File: config.mk
export PLATFORM = sky130hd
export DESIGN_NAME = fir_sample_feeder
export DESIGN_NICKNAME = d
export VERILOG_FILES = /design/src/rtl/fir_pkg.sv /design/src/rtl/fir_sample_fifo.sv /design/src/rtl/fir_sample_feeder.sv
export SDC_FILE = /design/constraint.sdc
export NUM_CORES = 1
export LEC_CHECK = 0
export ABC_CLOCK_PERIOD_IN_PS = 3000
export BUFFER_PORTS_ARGS = -buffer_cell sky130_fd_sc_hd__buf_2
export CORE_MARGIN = 5
export CORE_UTILIZATION = 56
export DETAILED_ROUTE_END_ITERATION = 6
export GPL_ROUTABILITY_DRIVEN = 1
export PLACE_DENSITY_LB_ADDON = 0.08
export SETUP_SLACK_MARGIN = 0.2
export SKIP_CTS_REPAIR_TIMING = 1
export SLEW_MARGIN = 20
export SYNTH_ARGS = -nofsm -noshare
export SYNTH_HDL_FRONTEND = slang
export SYNTH_SLANG_ARGS = --single-unit
File: constraint.sdc
create_clock -name clk -period 3 [get_ports clk]
set_input_delay 0.45 -clock clk [delete_from_list [all_inputs] [get_ports clk]]
set_output_delay 0.45 -clock clk [all_outputs]
set_load 0.005 [all_outputs]
File: src/rtl/fir_pkg.sv
// Shared constants and types for the FIR sample feeder.
package fir_pkg;

    localparam int FIR_WIDTH   = 18;
    localparam int FIR_TAPS    = 128;
    localparam int FIR_PHASE_W = $clog2(FIR_TAPS);

    typedef enum logic {
        WAIT = 1'b0,
        RUN  = 1'b1
    } feeder_state_t;

endpackage

File: src/rtl/fir_sample_fifo.sv
// Small synchronous FIFO with registered full/empty flags and a combinational head read.
module fir_sample_fifo
    import fir_pkg::*;
#(
    parameter int WIDTH = FIR_WIDTH,
    parameter int DEPTH = 4
) (
    input  logic             clk,
    input  logic             rst_n,
    input  logic             push,
    input  logic             pop,
    input  logic [WIDTH-1:0] wdata,
    output logic [WIDTH-1:0] rdata,
    output logic             full,
    output logic             empty
);

    localparam int AW = $clog2(DEPTH);

    logic [WIDTH-1:0] mem [DEPTH];
    logic [AW-1:0]    wr_ptr_reg;
    logic [AW-1:0]    rd_ptr_reg;
    logic [AW:0]      count_reg;
    logic [AW:0]      count_next;
    logic             push_en;
    logic             pop_en;

    // A push while full is dropped even if a pop frees a slot in the same cycle.
    assign push_en = push && !full;
    assign pop_en  = pop && !empty;

    always_comb begin
        count_next = count_reg + (AW+1)'(push_en) - (AW+1)'(pop_en);
    end

    always_ff @(posedge clk or negedge rst_n) begin
        if (!rst_n) begin
            wr_ptr_reg <= '0;
            rd_ptr_reg <= '0;
            count_reg  <= '0;
            full       <= 1'b0;
            empty      <= 1'b1;
        end else begin
            if (push_en) wr_ptr_reg <= wr_ptr_reg + 1'b1;
            if (pop_en)  rd_ptr_reg <= rd_ptr_reg + 1'b1;
            count_reg <= count_next;
            full      <= (count_next == (AW+1)'(DEPTH));
            empty     <= (count_next == '0);
        end
    end

    always_ff @(posedge clk) begin
        if (push_en) mem[wr_ptr_reg] <= wdata;
    end

    assign rdata = mem[rd_ptr_reg];

endmodule

File: src/rtl/fir_sample_feeder.sv
// Paces a valid/ready sample stream into the serial FIR filter and re-emits its results.
// Optional FIR_FEEDER_STALL_CNT_EN adds a saturating count of idle cycles with an empty buffer.
module fir_sample_feeder
    import fir_pkg::*;
#(
    parameter int WIDTH      = FIR_WIDTH,
    parameter int TAPS       = FIR_TAPS,
    parameter int FIFO_DEPTH = 4
) (
    input  logic             clk,
    input  logic             rst_n,
    input  logic             in_valid,
    output logic             in_ready,
    input  logic [WIDTH-1:0] in_data,
    output logic [WIDTH-1:0] fir_sig,
    output logic             fir_ready,
    input  logic [WIDTH-1:0] fir_out,
    output logic             out_valid,
    input  logic             out_ready,
    output logic [WIDTH-1:0] out_data
`ifdef FIR_FEEDER_STALL_CNT_EN
    ,
    output logic [15:0]      stall_cnt
`endif
);

    localparam int                 PHASE_W = $clog2(TAPS);
    localparam logic [PHASE_W-1:0] LAST    = PHASE_W'(TAPS - 1);

    feeder_state_t      state_reg;
    feeder_state_t      state_next;
    logic [PHASE_W-1:0] phase_reg;
    logic               primed_reg;
    logic               fifo_full;
    logic               fifo_empty;
    logic [WIDTH-1:0]   fifo_head;
    logic               start;
    logic               pop;
    logic               capture;

    fir_sample_fifo #(
        .WIDTH (WIDTH),
        .DEPTH (FIFO_DEPTH)
    ) u_fifo (
        .clk   (clk),
        .rst_n (rst_n),
        .push  (in_valid),
        .pop   (pop),
        .wdata (in_data),
        .rdata (fifo_head),
        .full  (fifo_full),
        .empty (fifo_empty)
    );

    assign in_ready = !fifo_full;
    assign start    = !fifo_empty && (!out_valid || out_ready);

    always_ff @(posedge clk or negedge rst_n) begin
        if (!rst_n) begin
            state_reg <= WAIT;
            phase_reg <= '0;
        end else begin
            state_reg <= state_next;
            phase_reg <= (state_reg == RUN) ? phase_reg + 1'b1 : '0;
        end
    end

    always_comb begin
        state_next = state_reg;
        pop        = 1'b0;
        case (state_reg)
            WAIT: begin
                if (start) begin
                    state_next = RUN;
                    pop        = 1'b1;
                end
            end
            RUN: begin
                if (phase_reg == LAST) begin
                    if (start) pop = 1'b1;
                    else       state_next = WAIT;
                end
            end
            default: state_next = WAIT;
        endcase
    end

    // The filter result is valid by phase 1 of the following frame; the first frame's is stale.
    always_comb begin
        fir_ready = (state_reg == RUN);
        capture   = (state_reg == RUN) && (phase_reg == PHASE_W'(1)) && primed_reg;
    end

    always_ff @(posedge clk or negedge rst_n) begin
        if (!rst_n) begin
            fir_sig    <= '0;
            primed_reg <= 1'b0;
            out_valid  <= 1'b0;
            out_data   <= '0;
        end else begin
            if (pop) fir_sig <= fifo_head;
            if ((state_reg == RUN) && (phase_reg == PHASE_W'(1))) primed_reg <= 1'b1;
            if (capture) begin
                out_valid <= 1'b1;
                out_data  <= fir_out;
            end else if (out_valid && out_ready) begin
                out_valid <= 1'b0;
            end
        end
    end

`ifdef FIR_FEEDER_STALL_CNT_EN
    always_ff @(posedge clk or negedge rst_n) begin
        if (!rst_n) begin
            stall_cnt <= '0;
        end else if ((state_reg == WAIT) && fifo_empty && (stall_cnt != 16'hFFFF)) begin
            stall_cnt <= stall_cnt + 16'd1;
        end
    end
`endif

endmodule

-- Word-level counts from Yosys, hierarchy flattened
Memory sizes are Yosys's and may differ from the RTL's. A register that Yosys moved wholly into a read port is not among the register bits.
Index checks and enable logic that the tools add are counted.
- input bits: 40
- flip-flop bits (word level): 37
- logic and storage cells: 43
- bits in writable memories: 72
- memories kept: 1
- equal/unequal tests: 3
- reduce and logical (&&, ||, !) cells: 13
- bitwise gates (word level): 1
- add/subtract/negate cells: 5
- muxes and demuxes: 10
- memory list (memory ; words ; bits a word ; read ports ; clocked after memory_dff ; write ports ; RTL line ; RTL):
    u_fifo.mem ; 4 ; 18 ; 1 ; 1 ; 1 ; fir_sample_fifo.sv:20 ; logic [WIDTH-1:0] mem [DEPTH];
- operators by type and width (cell ; number):
    $add 7x1->7 const B ; 1
    $eq 7x1->1 const B ; 1
    $eq 7x7->1 const B ; 1
    $mux 1 ; 7
    $mux 7 ; 1
    $logic_and 1x1->1 ; 6
    $add 2x1->2 const B ; 2
    $logic_not 1->1 ; 4
    $pmux 1 s2 ; 2
    $add 3x1->3 ; 1
    $eq 3x3->1 const B ; 1
    $logic_not 3->1 ; 1
    $sub 3x1->3 ; 1
    $reduce_bool 2->1 ; 1
    $logic_or 1x1->1 ; 1
    $not 1->1 ; 1

-- Logic depth before layout (Yosys ltp)
- depth after elaboration: 9
- depth in mapped cells: 12
- mapped depth without buffers: 11

-- Modules after synthesis
From an unflattened synthesis, not the netlist that was laid out.
- cell total of the unflattened synthesis: 250
- area, all modules: 4977.3 um^2
- by module, submodules not included (module ; area each (um^2) ; cells an instance ; times used):
    fir_sample_fifo ; 3066.7 ; 130 ; 1
    fir_sample_feeder ; 1910.6 ; 120 ; 1

-- Worst setup path before layout
Ideal clock, no wire load.
- path type: flip-flop to flip-flop
- start: register phase_reg[0]
- end: register u_fifo.full
- required time: 2.912 ns
- library setup time: 0.088 ns
- period minus slack after synthesis: 2.538 ns
- stages on the path, launching flop included: 13
- buffers on the path: 1
- arrival: 2.450 ns
- slack: 0.462 ns
- cells stage by stage: dfrtp_1 -> ha_1 -> nand3_1 -> o21ai_0 -> nand2_1 -> buf_2 -> inv_1 -> ha_1 -> inv_1 -> ha_1 -> fa_1 -> xnor2_1 -> nor3b_1
- cells in the longest elaborated chain, start to end: 6
- RTL lines (item ; RTL line ; RTL):
    from (decl) ; fir_sample_feeder.sv:32 ; logic [PHASE_W-1:0] phase_reg;
    from (signal assigned) ; fir_sample_feeder.sv:64 ; phase_reg <= (state_reg == RUN) ? phase_reg + 1'b1 : '0;
    $eq 7x7->1 ; fir_sample_feeder.sv:79 ; if (phase_reg == LAST) begin
    $mux 1 ; fir_sample_feeder.sv:79 ;
    $pmux 1 s2 ; fir_sample_feeder.sv:71 ; case (state_reg)
    $logic_and 1x1->1 ; fir_sample_fifo.sv:30 ; assign pop_en = pop && !empty;
    via u_fifo.pop_en ; fir_sample_fifo.sv:26 ; logic pop_en;
    $sub 3x1->3 ; fir_sample_fifo.sv:33 ; count_next = count_reg + (AW+1)'(push_en) - (AW+1)'(pop_en);
    via u_fifo.count_next[2] ; fir_sample_fifo.sv:24 ; logic [AW:0] count_next;
    $eq 3x3->1 ; fir_sample_fifo.sv:47 ; full <= (count_next == (AW+1)'(DEPTH));
    to (signal assigned) ; fir_sample_fifo.sv:47 ;
    to (decl) ; fir_sample_fifo.sv:14 ; output logic full,
The timed path passes the listed nets, and every way through them passes these cells.
A chain may end at the register's enable or synchronous reset.

-- Final worst setup path
Ends and elaborated chain as after synthesis.

==> flow_metrics.py <==
metrics = {
    "final_layout": {
        "num-nets-final": 399,
        "fin_cells": 471,
        "final_cell_mix": "78 x buf_2, 72 x edfxtp_1, 54 x dfrtp_1",
        "syn_to_final_growth_pct": 23.2,
        "finalInstanceArea_um2": 6020,
        "layout_commonest_cell": "buf_2",
        "largest_register_ffs": 72,
        "final_core_util": 0.700,
        "drive_above_1_share": 0.488,
        "regMostFlops": "u_fifo.mem",
        "reg_top3": "u_fifo.mem (72), fir_sig (18), out_data (18)",
        "antennaDiodeCount": 0,
    },
    "floorplan": {
        "initial_core_util": 0.568,
        "core_area_um2": 8590,
        "die_h_um": 103,
        "io_pins": 79,
        "rows": 34,
        "die_x_um": 103,
        "floorplan.die_area_um2": 10700,
    },
    "global_route": {
        "grt_start_max_net_pins": 43,
        "grt_pass1_wl_mm": 13.5,
        "track_usage": 0.175,
        "antenna_found_initial": 0,
        "grt_pass1_vias": 2605,
        "grt.overflow.total": 0,
    },
    "pwr": {
        "p_leak_nw": 2.54,
        "p_per_area_nw_per_um2": 763,
        "vdd_drop_max_v": 0.000470,
        "finalPower_mw": 4.59,
    },
    "place": {
        "placed_cells": 439,
        "pre_cts_slack_ps": 476,
        "hpwl_mm": 5.52,
        "io_buffers": 78,
        "gp_congestion": 0.706,
        "post_dp_cell_area_um2": 5440,
    },
    "detailed_routing": {
        "ant_nets": 0,
        "wl_per_cell_um": 18.3,
        "dr.pass1.iters": 4,
        "wl_mm": 8.60,
        "drt_iter0_drc": 42,
        "detail_route.vias_per_cell": 5.23,
        "post-route-drc-count": 0,
        "route.vias.total": 2463,
    },
    "synthesis": {
        "synth-edff-count": 72,
        "syn_area_um2": 4880,
        "avgSynthCellArea_um2": 19.5,
        "synth_top_area_frac": 0.443,
        "ys_seq_area_frac": 0.725,
        "synth_nets": 300,
        "yosysTopAreaCell": "edfxtp_1",
        "ys_warn_count": 0,
        "ys_ff_latch": 127,
        "synthTopCellsByArea": "edfxtp_1 44%, dfrtp_1 28%, mux4_2 8.3%, mux2_2 6.2%, mux2_4 2.8%",
        "synth_ff_type": "edfxtp_1",
        "async_flop_share": 0.433,
        "synthCells": 251,
        "ys_types": 30,
    },
    "timing": {
        "final.setup.tns_ps": 0,
        "min_period_ps": 2450,
        "hold_violations": 0,
        "drv_slew": 0,
        "rsz0062_at_grt": "false",
        "max_freq_mhz": 408,
        "fin_ws_ps": 548,
        "min_period_over_period": 0.817,
        "hold_ws_ps": 99.9,
        "slew_headroom": 0.377,
        "worst_pin_slew_ps": 935,
        "setup_viol": 0,
        "worst_clock_skew_ps": 9.48,
    },
    "critical_path": {
        "slowest_delay_ps": 400,
        "cpMaxStageDelayCell": "dfrtp_1",
        "start_kind": "flop",
        "critPathMaxFanout": 4,
        "cp_cell_sequence": "ha_1 -> nand3_1 -> o21ai_1 -> nand2_1 -> inv_1 -> ha_1 -> inv_1 -> ha_1 -> fa_1 -> xnor2_1 -> nor3b_1",
        "critical_path_class": "reg2reg",
        "cp.arrival_ps": 2860,
        "timing.critical_path.mode_cell": "ha_1",
        "rr_worst_depth": 11,
        "cp_data_required_time_ps": 3410,
        "critPathCaptureType": "flop",
    },
    "flow_run": {
        "drv_cap": 0,
    },
    "cts": {
        "cts-root-buf": "clkbuf_8",
        "cts_tree": "done",
        "clock-sinks": 127,
        "cts_buffers": 17,
        "clock_latency_ps": 500,
        "clockBufferDepth": 2,
        "htreeDepth": 4,
        "clkTransAtPathRegs_ps": 60,
    },
    "status": {
        "status": "finished clean",
    },
    "hold_path": {
        "worstHoldPathType": "in2async",
    },
}
[worst max-delay path: cells and delay by family, from the launching register on]
| family | cells | cell delay [ps] |
|---|---|---|
| AOI/OAI and AO/OA | 1 | 140 |
| DFF | 1 | 400 |
| and+or+nand+nor | 3 | 470 |
| xor gates and xnor gates | 1 | 230 |
| buffers and inverters | 2 | 90 |
| adders and majority gates | 4 | 1040 |
[path summary, 6_finish.rpt]
kind	endpoint	startpoint	slack, ps
max	u_fifo.full$_DFF_PN0_	phase_reg[0]$_DFF_PN0_	550
min	primed_reg$_DFFE_PN0P_	rst_n	100
max reg2reg	u_fifo.full$_DFF_PN0_	phase_reg[0]$_DFF_PN0_	550
min reg2reg	phase_reg[0]$_DFF_PN0_	phase_reg[0]$_DFF_PN0_	490
max in group asynchronous	fir_sig[12]$_DFFE_PN0N_	rst_n	2210
min in group clk	u_fifo.mem[1][7]$_DFFE_PP_	in_data[7]	160
[area by class of cell]
cell class,instances,area [µm²]
sequential,127,3540
fill,552,2580
multi-input combinational,107,1270
timing repair buffer,88,465
clock buffer,18,418
clock inverter,14,158
tap,108,135
inverter,9,33.8
[metal layers]
| layer | global-route usage | share of wire |
|---|---|---|
| met2 | 0.293 | 0.51 |
| met4 | 0.0717 | 0.0080 |
| met1 | 0.213 | 0.41 |
| met5 | 0 | 0 |
| met3 | 0.0503 | 0.071 |
[cell families after synthesis]
logic type,count (synthesis),share of synthesized area
mux,54,0.173
compound gates,5,0.00564
buf+inv,17,0.0159
fa+ha+maj,9,0.0246
flops,127,0.725
xor+xnor,9,0.0161
simple gates,30,0.0400
[Yosys cell counts, types with 2 or more instances]
master,number
xor2_1,2
inv_1,9
nor2b_1,5
edfxtp_1,72
clkbuf_1,2
mux2_2,27
dfrtp_1,54
buf_2,5
mux2_4,9
o21ai_0,4
mux4_2,18
xnor2_1,7
ha_1,8
and2_1,7
nand3_1,4
nand2_1,4
[power by group]
| group | switching [mW] | internal (mW) |
|---|---|---|
| Clock | 0.767 | 1.20 |
| Combinational | 0.266 | 0.185 |
| Sequential | 0.0661 | 2.11 |
| Total | 1.10 | 3.49 |
No activity file was read; power rests on OpenSTA's default activity.
